**src/rtl/alu_seq_if.sv**
```systemverilog
// alu_seq_if -- request/result bundle for the sequential ALU.
//   master : drives start, opc, A, B; observes w, flags, busy, done
//   slave  : the ALU itself
interface alu_seq_if #(
    parameter int WIDTH = 16
);
    logic             start;
    logic [2:0]       opc;
    logic [WIDTH-1:0] A;
    logic [WIDTH-1:0] B;
    logic [WIDTH-1:0] w;
    logic             neg;
    logic             zer;
    logic             cry;
    logic             ovf;
    logic             busy;
    logic             done;

    modport master (
        output start, opc, A, B,
        input  w, neg, zer, cry, ovf, busy, done
    );

    modport slave (
        input  start, opc, A, B,
        output w, neg, zer, cry, ovf, busy, done
    );
endinterface

```
**src/rtl/alu_seq.sv**
```systemverilog
// alu_seq -- ALU with single-cycle NEG/INC/ADD/SUB/AND/OR/PACK and a
// WIDTH-step shift-add multiplier.
//   clk  : sole clock, rising edge
//   rst  : synchronous, active-high
//   bus  : alu_seq_if.slave (start/opc/A/B in; w/neg/zer/cry/ovf/busy/done out)
// WIDTH must be even and >= 4 (PACK takes the low half of each operand).
//
// state  | meaning
// S_IDLE | waiting for start; single-cycle ops complete here
// S_MUL  | shift-add multiply in progress, one step per edge
module alu_seq #(
    parameter int WIDTH = 16
) (
    input  logic       clk,
    input  logic       rst,
    alu_seq_if.slave   bus
);
    localparam int CW = $clog2(WIDTH);
    localparam int HW = WIDTH / 2;
    localparam logic [WIDTH:0]   ONE     = 1;
    localparam logic [WIDTH-1:0] MIN_NEG = {1'b1, {(WIDTH-1){1'b0}}};
    localparam logic [WIDTH-1:0] MAX_POS = {1'b0, {(WIDTH-1){1'b1}}};

    typedef enum logic {S_IDLE, S_MUL} state_t;

    state_t             state_q, state_d;
    logic [WIDTH-1:0]   w_q, w_d;
    logic               neg_q, neg_d, zer_q, zer_d, cry_q, cry_d, ovf_q, ovf_d;
    logic               done_q, done_d;
    logic [2*WIDTH-1:0] a_q, a_d, acc_q, acc_d;
    logic [WIDTH-1:0]   b_q, b_d;
    logic [CW-1:0]      cnt_q, cnt_d;

    logic [WIDTH:0]     sum;
    logic [WIDTH-1:0]   res;
    logic               c, v;
    logic [2*WIDTH-1:0] mul_acc;

    always_ff @(posedge clk) begin
        if (rst) begin
            state_q <= S_IDLE;
            w_q     <= '0;
            neg_q   <= 1'b0;
            zer_q   <= 1'b0;
            cry_q   <= 1'b0;
            ovf_q   <= 1'b0;
            done_q  <= 1'b0;
            a_q     <= '0;
            b_q     <= '0;
            acc_q   <= '0;
            cnt_q   <= '0;
        end else begin
            state_q <= state_d;
            w_q     <= w_d;
            neg_q   <= neg_d;
            zer_q   <= zer_d;
            cry_q   <= cry_d;
            ovf_q   <= ovf_d;
            done_q  <= done_d;
            a_q     <= a_d;
            b_q     <= b_d;
            acc_q   <= acc_d;
            cnt_q   <= cnt_d;
        end
    end

    // Single-cycle datapath; SUB uses A + ~B + 1 so the carry is the no-borrow flag.
    always_comb begin
        sum = '0;
        res = '0;
        c   = 1'b0;
        v   = 1'b0;
        case (bus.opc)
            3'b000: begin
                sum = {1'b0, ~bus.A} + ONE;
                res = sum[WIDTH-1:0];
                c   = sum[WIDTH];
                v   = (bus.A == MIN_NEG);
            end
            3'b001: begin
                sum = {1'b0, bus.A} + ONE;
                res = sum[WIDTH-1:0];
                c   = sum[WIDTH];
                v   = (bus.A == MAX_POS);
            end
            3'b010: begin
                sum = {1'b0, bus.A} + {1'b0, bus.B};
                res = sum[WIDTH-1:0];
                c   = sum[WIDTH];
                v   = (bus.A[WIDTH-1] == bus.B[WIDTH-1]) && (res[WIDTH-1] != bus.A[WIDTH-1]);
            end
            3'b011: begin
                sum = {1'b0, bus.A} + {1'b0, ~bus.B} + ONE;
                res = sum[WIDTH-1:0];
                c   = sum[WIDTH];
                v   = (bus.A[WIDTH-1] != bus.B[WIDTH-1]) && (res[WIDTH-1] != bus.A[WIDTH-1]);
            end
            3'b100:  res = bus.A & bus.B;
            3'b101:  res = bus.A | bus.B;
            3'b110:  res = {bus.A[HW-1:0], bus.B[HW-1:0]};
            default: res = '0;
        endcase
    end

    assign mul_acc = acc_q + (b_q[0] ? a_q : '0);

    always_comb begin
        state_d = state_q;
        w_d     = w_q;
        neg_d   = neg_q;
        zer_d   = zer_q;
        cry_d   = cry_q;
        ovf_d   = ovf_q;
        done_d  = 1'b0;
        a_d     = a_q;
        b_d     = b_q;
        acc_d   = acc_q;
        cnt_d   = cnt_q;
        case (state_q)
            S_IDLE: begin
                if (bus.start) begin
                    if (bus.opc == 3'b111) begin
                        a_d     = {{WIDTH{1'b0}}, bus.A};
                        b_d     = bus.B;
                        acc_d   = '0;
                        cnt_d   = CW'(WIDTH - 1);
                        state_d = S_MUL;
                    end else begin
                        w_d    = res;
                        neg_d  = res[WIDTH-1];
                        zer_d  = (res == '0);
                        cry_d  = c;
                        ovf_d  = v;
                        done_d = 1'b1;
                    end
                end
            end
            S_MUL: begin
                acc_d = mul_acc;
                a_d   = a_q << 1;
                b_d   = b_q >> 1;
                cnt_d = cnt_q - 1'b1;
                // cnt_q == 0 marks the WIDTH-th step.
                if (cnt_q == '0) begin
                    w_d     = mul_acc[WIDTH-1:0];
                    neg_d   = mul_acc[WIDTH-1];
                    zer_d   = (mul_acc[WIDTH-1:0] == '0);
                    cry_d   = |mul_acc[2*WIDTH-1:WIDTH];
                    ovf_d   = 1'b0;
                    done_d  = 1'b1;
                    state_d = S_IDLE;
                end
            end
            default: state_d = S_IDLE;
        endcase
    end

    assign bus.w    = w_q;
    assign bus.neg  = neg_q;
    assign bus.zer  = zer_q;
    assign bus.cry  = cry_q;
    assign bus.ovf  = ovf_q;
    assign bus.done = done_q;
    assign bus.busy = (state_q == S_MUL);
endmodule

```
**src/flat_wrapper.sv**
```systemverilog
// flat-port wrapper written by rule: the top's interface ports become plain ports
module alu_seq_flat 
#(
    parameter int WIDTH = 16
)
  (clk, rst, bus_start, bus_opc, bus_A, bus_B, bus_w, bus_neg, bus_zer, bus_cry, bus_ovf, bus_busy, bus_done);
  alu_seq_if #(.WIDTH(WIDTH)) bus_i ();
  input  logic clk;
  input  logic rst;
  input wire logic [$bits(bus_i.start)-1:0] bus_start;
  input wire logic [$bits(bus_i.opc)-1:0] bus_opc;
  input wire logic [$bits(bus_i.A)-1:0] bus_A;
  input wire logic [$bits(bus_i.B)-1:0] bus_B;
  output wire logic [$bits(bus_i.w)-1:0] bus_w;
  output wire logic [$bits(bus_i.neg)-1:0] bus_neg;
  output wire logic [$bits(bus_i.zer)-1:0] bus_zer;
  output wire logic [$bits(bus_i.cry)-1:0] bus_cry;
  output wire logic [$bits(bus_i.ovf)-1:0] bus_ovf;
  output wire logic [$bits(bus_i.busy)-1:0] bus_busy;
  output wire logic [$bits(bus_i.done)-1:0] bus_done;
  assign bus_i.start = bus_start;
  assign bus_i.opc = bus_opc;
  assign bus_i.A = bus_A;
  assign bus_i.B = bus_B;
  assign bus_w = bus_i.w;
  assign bus_neg = bus_i.neg;
  assign bus_zer = bus_i.zer;
  assign bus_cry = bus_i.cry;
  assign bus_ovf = bus_i.ovf;
  assign bus_busy = bus_i.busy;
  assign bus_done = bus_i.done;
  alu_seq #(.WIDTH(WIDTH)) u_core (.clk(clk), .rst(rst), .bus(bus_i));
endmodule
```
**config.mk**
```make
export PLATFORM = sky130hd
export DESIGN_NAME = alu_seq_flat
export DESIGN_NICKNAME = d
export VERILOG_FILES = /design/src/rtl/alu_seq_if.sv /design/src/rtl/alu_seq.sv /design/src/flat_wrapper.sv
export SDC_FILE = /design/constraint.sdc
export NUM_CORES = 1
export LEC_CHECK = 0
export BUFFER_PORTS_ARGS = -buffer_cell sky130_fd_sc_hd__buf_2
export CORE_UTILIZATION = 30
export CTS_BUF_LIST = sky130_fd_sc_hd__clkbuf_16
export DETAILED_ROUTE_END_ITERATION = 8
export PLACE_DENSITY = 0.47
export SETUP_SLACK_MARGIN = 0.05
export SLEW_MARGIN = 5
export SYNTH_ARGS = -nofsm -noshare
export SYNTH_HDL_FRONTEND = slang
export SYNTH_SLANG_ARGS = --single-unit
```
**constraint.sdc**
```tcl
create_clock -name clk -period 4.07 [get_ports clk]
set_input_delay 0.814 -clock clk [delete_from_list [all_inputs] [get_ports clk]]
set_output_delay 0.814 -clock clk [all_outputs]
set_load 0.005 [all_outputs]
```
==> impl_results.md <==
- Slowest cell on the critical path: fa_1
- Area growth from synthesis to final layout: 13.0%
- Pin count of the biggest net entering global routing: 97
- I/O Buffers: 59
- Vias/cell: 5.46
- Number of enable flip-flop cells after synthesis: 0
- Maximum vdd ir drop: 0.000187 V
- Final non-filler cell area: 0.0106 mm^2
- Area after DPL: 0.0102 mm^2
- Post-CTS clock slew at the launch and capture registers of the worst setup and hold paths: 0.09 ns
- Startpoint types: flip-flop
- Int Power: 1.78 mW
- Area share of the largest cell type after synthesis: 22.5%
- Chip Height: 179 um
- Cell occurring most often along the worst timing path: a211oi_1
- Post-synthesis net count: 1441
- Tcrit/Tclk final: 94.2%
- Row Count: 64
- Chip Width: 179 um
- Residual DRC count: 0
- Power dissipated by switching net loads: 0.928 mW
- Commonest cells post-synth: nor2_1, a21oi_1, dfxtp_1
- Stage delay of the slowest cell on the critical path: 0.40 ns
- Worst path cell trace: and2_1 -> ha_1 -> fa_1 -> a211oi_1 -> nor2_1 -> a21oi_1 -> a211oi_1 -> buf_4 -> a41oi_1 -> o21ai_0 -> xor2_1 -> nor4_1 -> nand4_1 -> a32o_1
- Worst hold-check slack: 0.454 ns
- Cts bufs inserted: 9
- Part of the Yosys area used for sequential elements: 22.5%
- TritonCTS clock tree: done
- Largest area contributor in the synthesized netlist: dfxtp_1
- Number of antenna diodes: 0
- Total detailed-routing wirelength: 32.1 mm
- Number of antenna violations at the first check in global routing: 0
- Area enclosed by the die boundary: 0.0319 mm^2
- Average cell area after synthesis: 7.12 um^2
- Vias in the first global route: 9075
- Clk root buf: clkbuf_16
- Highest clock rate: 261 MHz
- Post-Place Worst Slack: -0.0928 ns
- Arrival time at the worst endpoint: 4.10 ns
- Clock buffer depth: 2
- R2R cell count: 14
- Placeable Area: 0.0306 mm^2
- Synth unique cells: 76
- Number of vias after detailed routing: 9550
- Min-delay worst type: reg2reg
- Total power density per cell area: 256 mW/mm^2
- Post-Synthesis Cells: 1314
- Fraction of layout cells with a size suffix above 1: 11.2%
- Warnings, synthesis: 0
- Hold Buf Count CTS: 0
- Total chip power: 2.71 mW
- Switching Share: 34.3%
- Worst-case headroom to the max-slew limit: 34.9%
- LEAKAGE: 4.65 nW
- H-Tree Depth: 3
- Fin crit period: 3.83 ns
- Clock latency on the worst-skew pair: 0.37 ns
- Run status: finished, final reports clean
- Seq pwr share: 39.5%
- Critical Setup Path Class: reg2reg
- Remaining Overflow, GRT: 0
- Gr usage total: 20.5%
- Number of max-slew violations in the final report: 0
- Global-route wire length before repair: 50.8 mm
- Count of routing violations after the opening detailed-route iteration: 783
- Initial DRT Pass Iterations: 5
- Worst clock skew on the final layout: 0.0173 ns
- Utilization of the core after routing: 34.5%
- Crit-path max FO: 3
- Syn Std Cell Area: 0.00935 mm^2
- Hold Path Stages: 2
- Ports placed on the boundary: 60
- Post-DRT Antenna Nets: 0
- Dominant cell by count in the synthesized netlist: nor2_1
- FFs w/ async S/R, synth: 0%
- Initial core utilization: 30.6%
- Number of storage elements in the synthesis netlist: 105
- Setup repair after global routing missed its margin: no
- Part of the power in the clock network: 35.7%
- # setup viols final: 0
- Routed wirelength normalized by instance count: 18.3 um
- Number of violations of the max-capacitance limit: 0
- Final weighted congestion in routability-driven placement: 0.892
- Most instantiated flip-flop cell in the synthesis netlist: dfxtp_1
- Endpoint kind of the worst setup timing path: flip-flop
- Data required, critical path: 4.34 ns
- Num Clock Sinks: 105
- Setup bufs post-CTS: 0
- Transition at the pin with the smallest max-transition slack: 0.976 ns
- Net count of the finished layout: 1475
- Hold Vio Cnt, Final: 0
- Synth top area cells: dfxtp_1, ha_1, a21oi_1
- Worst Slack Setup Final: 0.236 ns
- HPWL after detailed placement: 24.2 mm
- Combinational group share of total power: 24.8%
==> flip-flops by register name, indices dropped and copies added (netlist names) <==
name	cells
u_core.a_q	32
u_core.acc_q	32
u_core.b_q	16
u_core.bus.w	15
u_core.cnt_q	4
u_core.bus.busy	1
u_core.bus.cry	1
u_core.bus.done	1
u_core.bus.neg	1
u_core.bus.ovf	1
u_core.bus.zer	1
==> power groups by stage <==
stage | logic, mW | registers, mW | clock network [mW]
after floorplan | 0.413 | 1.09 | 0
after global placement | 0.664 | 1.09 | 0
after detailed placement | 0.662 | 1.10 | 0
after CTS | 0.665 | 1.07 | 1.01
after global routing | 0.739 | 1.07 | 1.04
final | 0.671 | 1.07 | 0.967
==> cells by family (layout without fill, tap and decap cells) <==
kind of cell | after synthesis | after routing | share of synthesized area (%)
compound gates | 404 | 404 | 26.6
xor+xnor | 55 | 55 | 5.15
fa+ha+maj | 89 | 89 | 12.2
buf+inv | 145 | 184 | 5.95
flops | 105 | 105 | 22.5
mux | 21 | 21 | 2.29
simple gates | 495 | 495 | 25.3
==> per-stage QoR <==
step                std cells  setup TNS (ns)
floorplan                1314               0
global placement         1733         -0.0762
detailed placement       1733         -0.0928
CTS                      1749               0
global route             1749               0
finish                   1749               0
==> final cells by class <==
class	count	area, um^2
fillers	3361	20000
multi-input cells	1064	6700
flip-flops and latches	105	2110
repair buffers	113	728
well taps	396	495
clock buffers	10	250
inverters	55	206
clock inverters	6	82.6
==> worst max-delay path: cells and delay by family (launching register included) <==
kind / cells / cell delay (ns)
fa+ha+maj: 2 / 0.63
xor+xnor: 1 / 0.18
compound gates: 6 / 1.47
flops: 1 / 0.36
simple gates: 4 / 0.93
buf+inv: 1 / 0.16
==> cell usage in the layout (no fill, tap or decap), drive strengths merged, types with 10 or more instances in the layout <==
cell type,Yosys,layout
nor4,14,14
nand2,88,88
a31oi,14,14
o21ai,64,64
nand2b,13,13
nor3,30,30
nand3,31,31
o22ai,16,16
nand4,12,12
clkbuf,76,10
o21a,15,15
dfxtp,105,105
buf,14,113
ha,86,86
a21oi,175,175
mux2i,18,18
and3,36,36
o211ai,12,12
and2,36,36
xnor2,40,40
a211oi,19,19
nor2,203,203
xor2,15,15
a21o,18,18
inv,54,55
==> path summary, 6_finish.rpt <==
path	from	end	slack (ns)
worst max-delay path	u_core.b_q[0]	u_core.bus.cry	0.24
worst min-delay path	u_core.bus.w[11]	u_core.bus.w[11]	0.45
worst max register to register	u_core.b_q[0]	u_core.bus.cry	0.24
worst min register to register	u_core.bus.w[11]	u_core.bus.w[11]	0.45
==> layer usage <==
layer	up-vias	share of wire (%)	track usage [%]
li1	4751	-	-
met4	0	1.5	5.54
met3	33	4.2	2.17
met5	-	0	0
met2	238	44	31.9
met1	4528	50	29.6
==> repair_timing <==
action | in CTS | in global routing
endpoints found under the hold margin | 0 | 0
setup endpoints to repair | 0 | 1
resized for setup | 0 | 1
No activity file was read; power rests on OpenSTA's default activity.
